## config.mk

```make
export PLATFORM = sky130hd
export DESIGN_NAME = mem_bus_initiator
export DESIGN_NICKNAME = d
export VERILOG_FILES = /design/src/rtl/mem_bus_pkg.sv /design/src/rtl/mem_rd_waiter.sv /design/src/rtl/mem_bus_initiator.sv
export SDC_FILE = /design/constraint.sdc
export NUM_CORES = 1
export LEC_CHECK = 0
export ABC_AREA = 1
export CORE_UTILIZATION = 41
export DETAILED_ROUTE_END_ITERATION = 7
export HOLD_SLACK_MARGIN = 0.1
export PLACE_DENSITY = 0.84
export SETUP_SLACK_MARGIN = 0.15
export SLEW_MARGIN = 40
export SYNTH_ARGS = -nofsm -noshare
export SYNTH_HDL_FRONTEND = slang
export SYNTH_SLANG_ARGS = --single-unit
```

## constraint.sdc

```tcl
create_clock -name clk -period 1.9 [get_ports clk]
set_input_delay 0.38 -clock clk [delete_from_list [all_inputs] [get_ports clk]]
set_output_delay 0.38 -clock clk [all_outputs]
set_load 0.05 [all_outputs]
```

## src/rtl/mem_bus_pkg.sv

```systemverilog
// mem_bus_pkg: shared types and sizing for the memory bus initiator
package mem_bus_pkg;
    localparam int ADDR_W_DEF = 30;
    localparam int DATA_W_DEF = 32;
    localparam int RD_LAT_MAX = 4;
    localparam int CNT_W      = $clog2(RD_LAT_MAX) + 1;
    typedef enum logic [2:0] {
        IDLE, F_REQ, F_WAIT, EXEC, L_REQ, L_WAIT, S_REQ
    } mbi_state_t;
endpackage

```

## src/rtl/mem_rd_waiter.sv

```systemverilog
// mem_rd_waiter: read-latency countdown shared by fetch and load paths
module mem_rd_waiter
    import mem_bus_pkg::*;
#(
    parameter int RD_LAT = 1
) (
    input  logic clk,
    input  logic rst,
    input  logic load,
    output logic done
);
    logic [CNT_W-1:0] cnt_q, cnt_d;
    always_comb cnt_d = load ? CNT_W'(RD_LAT - 1) : (cnt_q != '0 ? cnt_q - 1'b1 : cnt_q);
    always_ff @(posedge clk) begin
        if (rst) cnt_q <= '0;
        else     cnt_q <= cnt_d;
    end
    assign done = (cnt_q == '0);
endmodule

```

## src/rtl/mem_bus_initiator.sv

```systemverilog
// mem_bus_initiator: fetch/execute memory port initiator with one load or store per instruction
module mem_bus_initiator
    import mem_bus_pkg::*;
#(
    parameter int ADDR_W = ADDR_W_DEF,
    parameter int DATA_W = DATA_W_DEF,
    parameter int RD_LAT = 1
) (
    input  logic              clk,
    input  logic              rst,
    input  logic              jisr,
    input  logic              fetch_req,
    input  logic [ADDR_W-1:0] pc_in,
    input  logic              ls_req,
    input  logic              ls_we,
    input  logic [ADDR_W-1:0] ls_addr,
    input  logic [DATA_W-1:0] ls_wdata,
    input  logic              exec_done,
    input  logic [DATA_W-1:0] mem_rdata,
    output logic [ADDR_W-1:0] mem_addr,
    output logic [DATA_W-1:0] mem_wdata,
    output logic              mem_rren,
    output logic              mem_wren,
    output logic              gp_we,
    output logic              E,
    output logic [DATA_W-1:0] ir_out,
    output logic              ir_valid,
    output logic [DATA_W-1:0] ls_rdata,
    output logic              ls_done
);
    mbi_state_t        state_q, state_d;
    logic              e_q, e_d, rren_q, rren_d, wren_q, wren_d;
    logic              irv_q, irv_d, lsd_q, lsd_d, wait_load, wait_done;
    logic [ADDR_W-1:0] addr_q, addr_d;
    logic [DATA_W-1:0] wdata_q, wdata_d, ir_q, ir_d, lsr_q, lsr_d;

    mem_rd_waiter #(.RD_LAT(RD_LAT)) u_waiter (
        .clk  (clk),
        .rst  (rst),
        .load (wait_load),
        .done (wait_done)
    );

    always_comb begin
        state_d   = state_q;
        e_d       = e_q;
        rren_d    = 1'b0;
        wren_d    = 1'b0;
        irv_d     = 1'b0;
        lsd_d     = 1'b0;
        wait_load = 1'b0;
        addr_d    = addr_q;
        wdata_d   = wdata_q;
        ir_d      = ir_q;
        lsr_d     = lsr_q;
        if (jisr) begin
            state_d = IDLE;
            e_d     = 1'b0;
        end else begin
            case (state_q)
                IDLE: if (fetch_req) begin
                    state_d = F_REQ;
                    addr_d  = pc_in;
                    rren_d  = 1'b1;
                end
                F_REQ: begin
                    wait_load = 1'b1;
                    state_d   = F_WAIT;
                end
                F_WAIT: if (wait_done) begin
                    ir_d    = mem_rdata;
                    irv_d   = 1'b1;
                    e_d     = 1'b1;
                    state_d = EXEC;
                end
                EXEC: if (ls_req) begin
                    addr_d  = ls_addr;
                    wdata_d = ls_we ? ls_wdata : wdata_q;
                    rren_d  = ~ls_we;
                    state_d = ls_we ? S_REQ : L_REQ;
                end else if (exec_done) begin
                    e_d     = 1'b0;
                    state_d = IDLE;
                end
                L_REQ: begin
                    wait_load = 1'b1;
                    state_d   = L_WAIT;
                end
                L_WAIT: if (wait_done) begin
                    lsr_d   = mem_rdata;
                    lsd_d   = 1'b1;
                    e_d     = 1'b0;
                    state_d = IDLE;
                end
                // first S_REQ cycle arms the strobe so an interrupt here cancels the store
                S_REQ: if (!wren_q) wren_d = 1'b1;
                else begin
                    lsd_d   = 1'b1;
                    e_d     = 1'b0;
                    state_d = IDLE;
                end
                default: state_d = IDLE;
            endcase
        end
    end

    always_ff @(posedge clk) begin
        if (rst) begin
            state_q <= IDLE;
            e_q     <= 1'b0;
            rren_q  <= 1'b0;
            wren_q  <= 1'b0;
            irv_q   <= 1'b0;
            lsd_q   <= 1'b0;
            addr_q  <= '0;
            wdata_q <= '0;
            ir_q    <= '0;
            lsr_q   <= '0;
        end else begin
            state_q <= state_d;
            e_q     <= e_d;
            rren_q  <= rren_d;
            wren_q  <= wren_d;
            irv_q   <= irv_d;
            lsd_q   <= lsd_d;
            addr_q  <= addr_d;
            wdata_q <= wdata_d;
            ir_q    <= ir_d;
            lsr_q   <= lsr_d;
        end
    end

    assign mem_addr  = addr_q;
    assign mem_wdata = wdata_q;
    assign mem_rren  = rren_q;
    assign mem_wren  = wren_q;
    assign gp_we     = wren_q;
    assign E         = e_q;
    assign ir_out    = ir_q;
    assign ir_valid  = irv_q;
    assign ls_rdata  = lsr_q;
    assign ls_done   = lsd_q;
endmodule

```

== Word level (Yosys, flattened, before mapping) ==
Index checks and enable logic that the tools add are counted.

* Register bits: 137
* Bits of input ports: 131
* Logic and storage cells: 72

* Add/sub/neg operators: 1
* Eq/ne operators: 14
* Multiplexer cells: 26
* Bitwise gates (word level): 4
* Reductions and logical operators: 16

{| class="wikitable"
|+ Operator list
! operator !! number
|-
| two-way mux 30 bit || 2
|-
| one-hot mux 30 bit (2 select lines) || 1
|-
| one-hot mux 3 bit (7 select lines) || 1
|-
| two-way mux 3 bit || 6
|-
| two-way mux 1 bit || 12
|-
| != test 2 bit (second input constant) || 5
|-
| == test 3 bit (second input constant) || 3
|-
| AND reduction 4 bit || 2
|-
| == test 3 x 2 -> 1 bit (second input constant) || 2
|-
| zero test 3 bit || 2
|-
| AND reduction 3 bit || 2
|-
| AND reduction 6 bit || 1
|-
| OR reduction 2 bit || 3
|-
| OR reduction 3 bit || 2
|-
| AND reduction 5 bit || 1
|-
| != test 2 x 1 -> 1 bit (second input constant) || 2
|-
| inverter 1 bit || 4
|-
| one-hot mux 1 bit (2 select lines) || 2
|-
| one-hot mux 1 bit (4 select lines) || 1
|-
| nonzero test 4 bit || 1
|-
| == test 3 x 1 -> 1 bit (second input constant) || 1
|-
| != test 3 bit (second input constant) || 1
|-
| nonzero test 3 bit || 1
|-
| subtractor 3 x 1 -> 3 bit (second input constant) || 1
|-
| 2 further kinds || 2
|}

== Longest topological paths before layout ==
* Depth in word-level cells: 5
* Depth in mapped cells: 10
* Gate-level depth less buffers: 9

== Hierarchy ==
Synthesis repeated with hierarchy kept, for this count alone.

* Cell total of the unflattened synthesis: 814
* Area, all modules: 5514.0 um2

{| class="wikitable"
|+ By module, submodules not included
! module !! instances !! cells an instance !! area an instance (um2)
|-
| mem_bus_initiator || 1 || 791 || 5350.1
|-
| mem_rd_waiter || 1 || 23 || 163.9
|}

== Worst setup path after synthesis ==
OpenSTA, ideal clock, no wires.

* Path type: register -> register
* Start: register u_waiter.cnt_q[0]
* End: register ir_q[10] (netlist: ir_out[10])
* Setup time: 116 ps
* Arrival time: 1392 ps
* Required time: 1784 ps
* Path slack: 392 ps
* Stages on the path, launching flop included: 11
* Buffers on the path: 1
* Path through: dfxtp_1 inv_1 ha_1 inv_1 nor2_2 nand2_1 nor2_2 inv_1 buf_2 nor2_1 nor2_1

* Cells in the longest elaborated chain, start to end: 2

{| class="wikitable"
|+ Ends and longest elaborated chain
! item !! line !! text
|-
| from (decl) || mem_rd_waiter.sv:12 || <nowiki>logic [CNT_W-1:0] cnt_q, cnt_d;</nowiki>
|-
| from (signal assigned) || mem_rd_waiter.sv:16 || <nowiki>else cnt_q <= cnt_d;</nowiki>
|-
| zero test 3 bit || mem_rd_waiter.sv:18 || <nowiki>assign done = (cnt_q == '0);</nowiki>
|-
| AND reduction 3 bit (no source line) || n/a ||
|-
| to (signal assigned) || mem_bus_initiator.sv:128 || <nowiki>ir_q <= ir_d;</nowiki>
|-
| to (decl) || mem_bus_initiator.sv:35 || <nowiki>logic [DATA_W-1:0] wdata_q, wdata_d, ir_q, ir_d, lsr_q, lsr_d;</nowiki>
|}

Every way passes these cells.
A chain may end at the register's enable or synchronous reset.

== Final worst setup path ==
* Start: register lsr_q[20] (netlist: ls_rdata[20])
* End: output ls_rdata[20]

{| class="wikitable"
|+ RTL lines
! item !! line !! text
|-
| from (decl) || mem_bus_initiator.sv:35 ||
|-
| from (signal assigned) || mem_bus_initiator.sv:129 || <nowiki>lsr_q <= lsr_d;</nowiki>
|-
| to (decl) || mem_bus_initiator.sv:28 || <nowiki>output logic [DATA_W-1:0] ls_rdata,</nowiki>
|}

No word-level cell between the ends.

==> summary.md <==
| Metric | Value |
|---|---|
| Initial antenna violation count | `0` |
| Die Wd | `118.0 um` |
| Hold Vio Cnt, Final | `0` |
| Final Non-Filler Cells | `1246` |
| Total wire length | `17260 um` |
| Pin count of the biggest net entering global routing | `61` |
| Worst path top cell family by delay | `buffers and inverters` |
| Clock Latency Late Sink | `0.42 ns` |
| Commonest non-fill, non-tap cell in the layout | `nor2_1` |
| Worst slew pin tran | `0.5298 ns` |
| Peak VDD IR | `754.6 uV` |
| Post-route setup slack | `0.1984 ns` |
| Most Crowded Layer GR | `met2` |
| DR DRC count | `0` |
| GR Layer Usage met1 | `27.21%` |
| Core footprint | `13190 um^2` |
| RR Startpoint | `u_waiter.cnt_q[0]$_SDFFE_PP0P_` |
| Hold crit path type | `reg -> reg` |
| TritonCTS clock tree | `done` |
| Slowest cell on crit path | `dlygate4sd2_1` |
| Crit path arrival time | `1.32 ns` |
| Placed Cells | `1211` |
| P_leak | `4.558 nW` |
| Slew headroom | `64.82%` |
| Post-Synthesis Cells | `798` |
| Clock transition at the registers of the reported paths | `0.06 ns` |
| Vias in the first global route | `5637` |
| Maxcap violations | `0` |
| TritonCTS buffer count | `17` |
| Synth warn | `0` |
| Via count | `5854` |
| First-pass GRT wire length | `27080 um` |
| Mapped cell area | `5518 um^2` |
| Worst Path Buf+Inv | `1` |
| Area delta synth->final | `60.50%` |
| IO Pins | `263` |
| H-tree levels | `4` |
| Final nets | `1190` |
| Maximum fanout along the worst path | `2` |
| Most frequent cells in the layout | `nor2_1 (260), nand2_1 (166), dfxtp_1 (134)` |
| Rows | `42` |
| CTS sink count | `137` |
| Post-route minimum period | `1.702 ns` |
| Mean post-synth cell area | `6.915 um^2` |
| Die area | `13930 um^2` |
| Chip Height | `118.0 um` |
| Initial Util | `41.83%` |
| Routed Antenna Nets | `0` |
| Fin crit share | `89.56%` |
| CP required | `1.52 ns` |
| Yosys reg bits | `137` |
| Distinct cells, synth | `24` |
| Initial DRT Pass Iterations | `4` |
| Critical Path End Type | `primary output` |
| Met3 usage | `7.800%` |
| Synth area leader | `dfxtp_1` |
| Startpoint class of the critical path | `flip-flop` |
| Slowest stage delay, CP | `0.56 ns` |
| Hold Path Origin | `u_waiter.cnt_q[0]$_SDFFE_PP0P_` |
| RSZ-0062 raised after global routing | `yes` |
| Worst path cell trace | `dlygate4sd2_1` |
| Hold Buf Count CTS | `0` |
| Critical path origin | `ls_rdata[20]$_SDFFE_PP0P_` |
| Status | `finished, final reports clean` |
| Skew final | `0.007280 ns` |
| Diodes inserted | `0` |
| Clk root buf | `clkbuf_16` |
| Top post-synthesis cells by area | `dfxtp_1 (50%), nor2_1 (18%), nand2_1 (11%)` |
| GRT Resource Usage Total | `24.41%` |
| Post-Syn Nets | `931` |
| Longest Clk Path Bufs | `2` |
| Routed length per instance | `13.85 um` |
| PortBufs | `262` |
| PwrDens | `923.9 nW/um^2` |
| Kind of critical path | `reg -> out` |
| Top cell type's share of synthesized area | `49.71%` |
| Slew Limit Fails | `0` |
| GR Layer Usage met2 | `41.99%` |
| Number of fill cells | `1132` |
| Initial DRC count | `393` |
| Layout cells sized above 1 | `11.59%` |
| Sequential share of the synthesized area | `49.71%` |
| GPL Wtd Cong | `0.8410` |
| Remaining global-route overflow | `0` |
| Setup Viol. Count Final | `0` |
| Pre-CTS worst setup slack | `-0.004945 ns` |
| DPL Wire Length | `12060 um` |
| Vias per cell | `4.698` |
| Fmax | `0.5877 GHz` |
## path summary, 6_finish.rpt
path         slack [ns]  cells past startpoint                        endpoint
min                0.46                      2  u_waiter.cnt_q[0]$_SDFFE_PP0P_
max                0.20                      1                    ls_rdata[20]
min reg2reg        0.46                      2  u_waiter.cnt_q[0]$_SDFFE_PP0P_
max reg2reg        0.22                      9          ir_out[4]$_SDFFE_PP0P_
## layout make-up
| class | count | area [um^2] | area share (%) |
|---|---|---|---|
| multi-input combinational | 566 | 2370 | 26.76 |
| inverter | 49 | 186.4 | 2.105 |
| clock inverter | 12 | 196.4 | 2.218 |
| timing repair buffer | 286 | 2680 | 30.26 |
| sequential | 137 | 2746 | 31.01 |
| clock buffer | 20 | 456.7 | 5.157 |
| tap | 176 | 220.2 | 2.487 |
## sequential cells by signal, indices dropped and copies added (netlist names)
| register | count |
|---|---|
| state_q | 3 |
| ls_done | 1 |
| ir_valid | 1 |
| mem_rren | 1 |
| mem_addr | 30 |
| E | 1 |
| mem_wdata | 32 |
| u_waiter.cnt_q | 3 |
| ls_rdata | 32 |
| gp_we | 1 |
| ir_out | 32 |
## where the power goes
group | total (mW) | switching, mW | leakage [nW] | internal [mW]
Clock | 3.63 | 1.23 | 0.312 | 2.39
Combinational | 1.47 | 0.864 | 3.13 | 0.603
Sequential | 3.09 | 0.0787 | 1.11 | 3.01
## cells by family after synthesis
logic type	synth area share (%)
AND/OR/NAND/NOR	32.13
flip-flops	49.71
AO/OA/AOI/OAI	9.728
buffers and inverters	7.982
adder cells (fa/ha/maj)	0.4534
## cells in the mapped netlist (all sizes together)
cell	count
nor2	271
nand2	168
dfxtp	137
o21ai	99
inv	48
buf	33
clkbuf	13
nand3	10
a21oi	7
nor3	3
ha	2
nand4	2
or2	2
clkinv	1
nor4	1
o22ai	1
## through the flow
step	utilization, %	setup TNS, ns	area [um^2]	power, mW	hold slack (ns)
floorplan	-	0	5518	3.974	0.4357
global placement	62.31	0	8219	4.560	0.4473
detailed placement	62.31	-0.004945	8219	4.594	0.4562
CTS	66.41	0	8760	8.165	0.4649
global route	67.14	0	8856	8.488	0.4792
finish	67.14	0	8856	8.182	0.4635
## per-layer routing
metal  part of all wire, %  routed length [um]
met5                     0                   0
met4                   2.8                 481
met3                   7.8                1340
met2                    48                8296
met1                    41                7142
## timing repair
action	in CTS	in global routing
setup endpoints to repair	90	93
pin swaps	0	2
resized for setup	90	22
buffers inserted	0	2
gates cloned	0	1
(Power assumes the default switching activity.)
